$ cat config.mk
export PLATFORM = sky130hd
export DESIGN_NAME = complete_stage
export DESIGN_NICKNAME = d
export VERILOG_FILES = /design/src/rtl/complete_stage_pkg.sv /design/src/rtl/complete_stage.sv
export SDC_FILE = /design/constraint.sdc
export NUM_CORES = 1
export LEC_CHECK = 0
export CAP_MARGIN = 15
export CORE_UTILIZATION = 33
export CTS_CLUSTER_DIAMETER = 150
export DETAILED_ROUTE_END_ITERATION = 16
export GPL_TIMING_DRIVEN = 0
export HOLD_SLACK_MARGIN = 0.06
export PLACE_DENSITY = 0.54
export SETUP_SLACK_MARGIN = 0.05
export SYNTH_ARGS = -nofsm -noshare
export SYNTH_HDL_FRONTEND = slang
export SYNTH_SLANG_ARGS = --single-unit
$ cat constraint.sdc
create_clock -name clk -period 9.9 [get_ports clk]
set_input_delay 2.97 -clock clk [delete_from_list [all_inputs] [get_ports clk]]
set_output_delay 2.97 -clock clk [all_outputs]
set_load 0.03 [all_outputs]
$ cat src/rtl/complete_stage_pkg.sv
// Shared types and constants for the completion / reorder-buffer stage.
// Optional feature macro: COMPLETE_DUAL_RETIRE_EN (dual retirement per cycle).
package complete_stage_pkg;

    localparam int ROB_DEPTH = 16;
    localparam int ROB_IDX_W = $clog2(ROB_DEPTH);
    localparam int ROB_CNT_W = ROB_IDX_W + 1;
    localparam int NUM_FU    = 3;
    localparam logic [6:0] STORE_OPCODE = 7'b0100011;

    // One reorder-buffer entry.
    typedef struct packed {
        logic        v;
        logic        instr_type;   // 1 = store, frees no physical register
        logic [5:0]  phy_reg;
        logic [5:0]  old_phy;
        logic [31:0] result;
        logic        comp;
    } rob_row;

    // Fresh entry for a newly dispatched instruction.
    function automatic rob_row make_row(input logic [6:0] opcode,
                                        input logic [5:0] p_reg,
                                        input logic [5:0] o_p_reg);
        rob_row r;
        r.v          = 1'b1;
        r.instr_type = (opcode == STORE_OPCODE);
        r.phy_reg    = p_reg;
        r.old_phy    = o_p_reg;
        r.result     = '0;
        r.comp       = 1'b0;
        return r;
    endfunction

endpackage

$ cat src/rtl/complete_stage.sv
// Completion stage: 16-entry circular reorder buffer with dual allocation,
// three completion ports with registered forwarding, and in-order retirement
// that returns old physical registers to the free pool.
// Optional feature macro: COMPLETE_DUAL_RETIRE_EN -- when defined, up to two
// entries retire per cycle; otherwise only slot 1 retires.
module complete_stage
    import complete_stage_pkg::*;
(
    input  logic                 clk,
    input  logic                 rst,
    input  logic                 en_flag_ci,
    input  logic [31:0]          result_c1,
    input  logic [31:0]          result_c2,
    input  logic [31:0]          result_c3,
    input  logic [5:0]           result_dest_c1,
    input  logic [5:0]           result_dest_c2,
    input  logic [5:0]           result_dest_c3,
    input  logic                 result_valid_c1,
    input  logic                 result_valid_c2,
    input  logic                 result_valid_c3,
    input  logic [ROB_IDX_W-1:0] result_ROB_c1,
    input  logic [ROB_IDX_W-1:0] result_ROB_c2,
    input  logic [ROB_IDX_W-1:0] result_ROB_c3,
    input  logic [1:0]           result_FU_c1,
    input  logic [1:0]           result_FU_c2,
    input  logic [1:0]           result_FU_c3,
    input  logic                 alloc_valid_1,
    input  logic                 alloc_valid_2,
    input  logic [5:0]           rob_p_reg_1,
    input  logic [5:0]           rob_p_reg_2,
    input  logic [6:0]           rob_opcode_1,
    input  logic [6:0]           rob_opcode_2,
    input  logic [5:0]           o_rob_p_reg_1,
    input  logic [5:0]           o_rob_p_reg_2,
    output logic [ROB_IDX_W-1:0] rob_tail,
    output logic                 rob_ready,
    output logic                 en_flag_co,
    output logic                 forward_flag_1,
    output logic                 forward_flag_2,
    output logic                 forward_flag_3,
    output logic [5:0]           dest_R_1,
    output logic [5:0]           dest_R_2,
    output logic [5:0]           dest_R_3,
    output logic [31:0]          forwarded_data_1,
    output logic [31:0]          forwarded_data_2,
    output logic [31:0]          forwarded_data_3,
    output logic                 retire_flag_1,
    output logic                 retire_flag_2,
    output logic [5:0]           fp_ind_1,
    output logic [5:0]           fp_ind_2
);

    // Completion ports gathered into arrays, index 0 = port 1.
    logic [NUM_FU-1:0]    res_valid;
    logic [31:0]          res_data [NUM_FU];
    logic [5:0]           res_dest [NUM_FU];
    logic [ROB_IDX_W-1:0] res_rob  [NUM_FU];

    assign res_valid   = {result_valid_c3, result_valid_c2, result_valid_c1};
    assign res_data[0] = result_c1;
    assign res_data[1] = result_c2;
    assign res_data[2] = result_c3;
    assign res_dest[0] = result_dest_c1;
    assign res_dest[1] = result_dest_c2;
    assign res_dest[2] = result_dest_c3;
    assign res_rob[0]  = result_ROB_c1;
    assign res_rob[1]  = result_ROB_c2;
    assign res_rob[2]  = result_ROB_c3;

    rob_row               rob_q [ROB_DEPTH];
    rob_row               rob_d [ROB_DEPTH];
    logic [ROB_IDX_W-1:0] head_q, head_d, tail_q, tail_d;
    logic [ROB_CNT_W-1:0] count_q, count_d;
    logic                 en_flag_q, en_flag_d;
    logic [NUM_FU-1:0]    fwd_flag_q, fwd_flag_d;
    logic [5:0]           fwd_dest_q [NUM_FU];
    logic [5:0]           fwd_dest_d [NUM_FU];
    logic [31:0]          fwd_data_q [NUM_FU];
    logic [31:0]          fwd_data_d [NUM_FU];
    logic                 ret_flag_1_q, ret_flag_1_d, ret_flag_2_q, ret_flag_2_d;
    logic [5:0]           fp_ind_1_q, fp_ind_1_d, fp_ind_2_q, fp_ind_2_d;

    logic [ROB_CNT_W-1:0] n_req, n_alloc, n_ret, free_slots;
    logic                 alloc_ok, ret1, ret2;
    logic [ROB_IDX_W-1:0] slot2_idx, head_plus1;

    // Next-state: completion, then allocation, then retirement, all judged on start-of-cycle state.
    always_comb begin
        rob_d      = rob_q;
        head_d     = head_q;
        tail_d     = tail_q;
        count_d    = count_q;
        en_flag_d  = en_flag_ci;
        fwd_flag_d = '0;
        fwd_dest_d = fwd_dest_q;
        fwd_data_d = fwd_data_q;

        n_req      = ROB_CNT_W'(alloc_valid_1) + ROB_CNT_W'(alloc_valid_2);
        free_slots = ROB_CNT_W'(ROB_DEPTH) - count_q;
        alloc_ok   = (free_slots >= n_req);
        n_alloc    = alloc_ok ? n_req : '0;
        slot2_idx  = alloc_valid_1 ? tail_q + ROB_IDX_W'(1) : tail_q;
        head_plus1 = head_q + ROB_IDX_W'(1);

        ret1 = rob_q[head_q].v && rob_q[head_q].comp;
`ifdef COMPLETE_DUAL_RETIRE_EN
        ret2 = ret1 && rob_q[head_plus1].v && rob_q[head_plus1].comp;
`else
        ret2 = 1'b0;
`endif
        n_ret = ROB_CNT_W'(ret1) + ROB_CNT_W'(ret2);

        // Ascending port order so the highest port wins a shared index.
        for (int k = 0; k < NUM_FU; k++) begin
            if (en_flag_ci && res_valid[k]) begin
                fwd_flag_d[k] = 1'b1;
                fwd_dest_d[k] = res_dest[k];
                fwd_data_d[k] = res_data[k];
                if (rob_q[res_rob[k]].v) begin
                    rob_d[res_rob[k]].result = res_data[k];
                    rob_d[res_rob[k]].comp   = 1'b1;
                end
            end
        end

        if (alloc_ok && alloc_valid_1) begin
            rob_d[tail_q] = make_row(rob_opcode_1, rob_p_reg_1, o_rob_p_reg_1);
        end
        if (alloc_ok && alloc_valid_2) begin
            rob_d[slot2_idx] = make_row(rob_opcode_2, rob_p_reg_2, o_rob_p_reg_2);
        end

        if (ret1) begin
            rob_d[head_q].v    = 1'b0;
            rob_d[head_q].comp = 1'b0;
        end
        if (ret2) begin
            rob_d[head_plus1].v    = 1'b0;
            rob_d[head_plus1].comp = 1'b0;
        end

        // Stores retire without returning a register to the free pool.
        ret_flag_1_d = ret1 && !rob_q[head_q].instr_type;
        fp_ind_1_d   = ret_flag_1_d ? rob_q[head_q].old_phy : '0;
        ret_flag_2_d = ret2 && !rob_q[head_plus1].instr_type;
        fp_ind_2_d   = ret_flag_2_d ? rob_q[head_plus1].old_phy : '0;

        tail_d  = tail_q + n_alloc[ROB_IDX_W-1:0];
        head_d  = head_q + n_ret[ROB_IDX_W-1:0];
        count_d = count_q + n_alloc - n_ret;
    end

    // State registers with synchronous reset that discards all in-flight entries.
    always_ff @(posedge clk) begin
        if (rst) begin
            for (int i = 0; i < ROB_DEPTH; i++) begin
                rob_q[i] <= '0;
            end
            head_q       <= '0;
            tail_q       <= '0;
            count_q      <= '0;
            en_flag_q    <= 1'b0;
            fwd_flag_q   <= '0;
            for (int k = 0; k < NUM_FU; k++) begin
                fwd_dest_q[k] <= '0;
                fwd_data_q[k] <= '0;
            end
            ret_flag_1_q <= 1'b0;
            ret_flag_2_q <= 1'b0;
            fp_ind_1_q   <= '0;
            fp_ind_2_q   <= '0;
        end else begin
            rob_q        <= rob_d;
            head_q       <= head_d;
            tail_q       <= tail_d;
            count_q      <= count_d;
            en_flag_q    <= en_flag_d;
            fwd_flag_q   <= fwd_flag_d;
            fwd_dest_q   <= fwd_dest_d;
            fwd_data_q   <= fwd_data_d;
            ret_flag_1_q <= ret_flag_1_d;
            ret_flag_2_q <= ret_flag_2_d;
            fp_ind_1_q   <= fp_ind_1_d;
            fp_ind_2_q   <= fp_ind_2_d;
        end
    end

    assign rob_tail         = tail_q;
    assign rob_ready        = (ROB_CNT_W'(ROB_DEPTH) - count_q) >= ROB_CNT_W'(2);
    assign en_flag_co       = en_flag_q;
    assign forward_flag_1   = fwd_flag_q[0];
    assign forward_flag_2   = fwd_flag_q[1];
    assign forward_flag_3   = fwd_flag_q[2];
    assign dest_R_1         = fwd_dest_q[0];
    assign dest_R_2         = fwd_dest_q[1];
    assign dest_R_3         = fwd_dest_q[2];
    assign forwarded_data_1 = fwd_data_q[0];
    assign forwarded_data_2 = fwd_data_q[1];
    assign forwarded_data_3 = fwd_data_q[2];
    assign retire_flag_1    = ret_flag_1_q;
    assign fp_ind_1         = fp_ind_1_q;
`ifdef COMPLETE_DUAL_RETIRE_EN
    assign retire_flag_2    = ret_flag_2_q;
    assign fp_ind_2         = fp_ind_2_q;
`else
    assign retire_flag_2    = 1'b0;
    assign fp_ind_2         = '0;
`endif

    // FU ids and stored results/phy_reg are kept for debug visibility only.
    logic unused_sink;
    assign unused_sink = ^{result_FU_c1, result_FU_c2, result_FU_c3,
                           rob_q[head_q].result, rob_q[head_q].phy_reg,
                           ret_flag_2_q, fp_ind_2_q};

endmodule

==> metrics.txt <==
fraction of registers with async set/reset=0%; Post-CTS Resized=0; Port Buffers=279; Top Ports=between 300 and 400; fin util=44.5%; area grow syn2layout=33.2%; syn avg cell area=a little over 9 µm²; global-route wire length before repair=between 80000 and 90000 µm; fin crit share=about 67%; ranking of synthesized cells by instance count=282 x dfxtp_1, 253 x nand2_1, 137 x a21oi_1; # Post-CTS Setup Buffers=0; Starting Density=between 30% and 40%; Startpoint Class=input port; Routed WL=around 54000 µm; vias per inst=roughly 5.4; kind of critical path=in -> reg; Die X=approximately 210 µm; status=completed; DIE AREA=~43000 µm²; register area share after synthesis=between 40% and 50%; Max Fclk=150 MHz; cell area power density=about 190 nW/µm²; Via Count=about 13000; largest fanout on the critical path=10; FILL cells=4164; met1 Usage GRT=a little under a third; worst-margin pin slew=1.07 ns; MaxCap Viol Count=0; setup TNS=0 ns; Final Hold Viols=0; Die H=around 210 µm; Residual DRC=0; met2 usage=a little over two fifths; Final GP Congestion=~0.9; Hold WC Path Type=reg -> reg; core region area=between 40000 and 50000 µm²; slew margin rel.=between 20% and 30%; Crit path required time=slightly above 10 ns; CP arrival=7.04 ns; Routed WL per cell=22.3 µm; synthesized instance count=around 1500; Yosys reg bits=between 200 and 300; vias in the first global route=roughly 13000; Final Max Tran Viols=0; cell with the most instances after synthesis=dfxtp_1; fin nets=a little over 2000; layout cells sized above 1=about a tenth; Max VDD drop=around 0.11 mV; fin crit period=6.65 ns; number of antenna violations at the first check in global routing=1; CTS tree=built; GRT Total Usage=between 20% and 30%; top cells by area, synth=dfxtp_1 40%, mux2i_1 8.7%, nand2_1 6.8%; Num CTS Buffers=35; ys flop type=dfxtp_1; hold buffers post-CTS=0; largest net degree at the start of global routing=13; CTS H-tree lvls=2; Setup-failing EPs final=0; GRT busiest layer=met2; Leak=roughly 0.0060 µW; clk slew on worst S/H paths=about 0.06 ns; Synth top area share=approximately two fifths; Post-Syn Area=between 10000 and 15000 µm²; Synthesis Warnings=0; Crit. End Element=flop; DRT Pass-1 Iters=5; Synth cell types=69; total grt overflow=0; CTS root buffer=clkbuf_16; DR iter-0 viols=1224; Row Count=75; Antenna diodes=0; Clock Skews=roughly 0.014 ns; unrepaired setup endpoints after global routing=false; cell taking the most area after synthesis=dfxtp_1; Sink Count=~280; clock latency on the worst-skew pair=between 0.5 and 0.6 ns; Clock Path Buffers=3; DPL Wire Length=a little over 40000 µm; EDFF count, synth=0; WHS=around 0.45 ns; DRT antenna net count=0; Global Route met3 Usage=4.44%
[power breakdown]
group,switching (µW),internal (µW)
Sequential,66.2,1220
Clock,522,766
Combinational,627,393
Total,1210,2380
[kinds of logic after synthesis]
kind of cell             after synthesis  share of synthesized area [%]
XOR/XNOR                               8                          0.501
adder cells (fa/ha/maj)               22                           2.07
buffers and inverters                179                           5.71
other                                  1                         0.0268
multiplexers                         172                           16.2
AO/OA/AOI/OAI                        349                           17.4
flip-flops                           282                           40.3
AND/OR/NAND/NOR                      524                           17.7
[worst max-delay path, stage by stage]
cell and delay (ns):
clkdlybuf4s50_1 0.76, ha_1 0.34, ha_1 0.27, nand2b_1 0.16, a21oi_1 0.57, buf_2 0.39, nand3_1 0.15, nand2_1 0.11
ha_1 0.23, inv_1 0.06, ha_1 0.16, inv_1 0.06, fa_1 0.39, inv_1 0.07, a21oi_1 0.05, nor2_1 0.10
or3_1 0.12, a21oi_1 0.06
[per-stage QoR]
step / area [µm²] / worst slack (ns) / power, µW / instances
finish: 18600 / 3.25 / 3600 / 2423
global route: 18600 / 3.06 / 3750 / 2423
CTS: 18600 / 3.28 / 3620 / 2422
detailed placement: 17500 / 2.74 / 2330 / 2362
global placement: 17500 / 2.76 / 2310 / 2361
floorplan: 14000 / 3.91 / 1970 / 1543
[layer usage]
layer	wire length, µm	vias to the layer above	part of all wire, %
met5	16	-	0.030
met4	1580	2	2.9
met3	3450	85	6.4
met2	26300	536	49
met1	22800	6363	42
li1	-	6203	-
[worst paths after layout]
path	from	to	slack (ns)	cells after the start
setup reg to reg	head_q[0]$_SDFF_PP0_	count_q[4]$_SDFF_PP0_	5.92	16
hold reg to reg	forwarded_data_2[25]$_SDFFE_PP0P_	forwarded_data_2[25]$_SDFFE_PP0P_	0.45	2
hold / removal	forwarded_data_2[25]$_SDFFE_PP0P_	forwarded_data_2[25]$_SDFFE_PP0P_	0.45	2
setup / recovery	alloc_valid_2	count_q[4]$_SDFF_PP0_	3.25	18
[registers in the layout, summed over array words and instances (netlist names)]
register,flops
count_q,5
dest_R_1,6
dest_R_2,6
dest_R_3,6
en_flag_co,1
forwarded_data_1,32
forwarded_data_2,32
forwarded_data_3,32
fp_ind_1,6
fwd_flag_q,3
head_q,4
retire_flag_1,1
rob_q,144
rob_tail,4
[layout make-up]
| type | count | area [µm²] | share of cell area [%] |
|---|---|---|---|
| multi-input combinational | 1082 | 7570 | 40.6 |
| sequential | 282 | 5650 | 30.3 |
| timing repair buffer | 281 | 2810 | 15.1 |
| clock buffer | 51 | 1060 | 5.67 |
| buffer | 151 | 694 | 3.73 |
| tap | 539 | 674 | 3.62 |
| inverter | 28 | 105 | 0.564 |
| clock inverter | 9 | 85.1 | 0.456 |
[placed cells by master, fill, tap and decap left out, types with 5 or more instances in the layout]
cell             Yosys  routed
a211oi_1           112     112
a21oi_1            137     137
a31oi_1             17      17
a31oi_2             14      14
and2_1              11      11
buf_1               12      12
buf_2               15      15
buf_4               17      18
buf_6                6       6
clkbuf_1           101     106
clkbuf_16            0      36
clkbuf_8             0      10
clkdlybuf4s50_1      0     279
clkinv_2             0       6
conb_1               1       7
dfxtp_1            282     282
ha_1                20      20
inv_1               27      27
mux2_2               6       6
mux2i_1            122     122
mux4_2              42      42
nand2_1            253     253
nand2b_1             6       6
nand3_1             24      24
nor2_1              40      40
nor2b_1             20      20
nor3_1             118     118
nor4b_1              7       7
nor4b_2              5       5
o21ai_0             11      11
o31a_1              15      15
o31ai_1              7       7
or2_2               17      17
No activity file was read; power rests on OpenSTA's default activity.
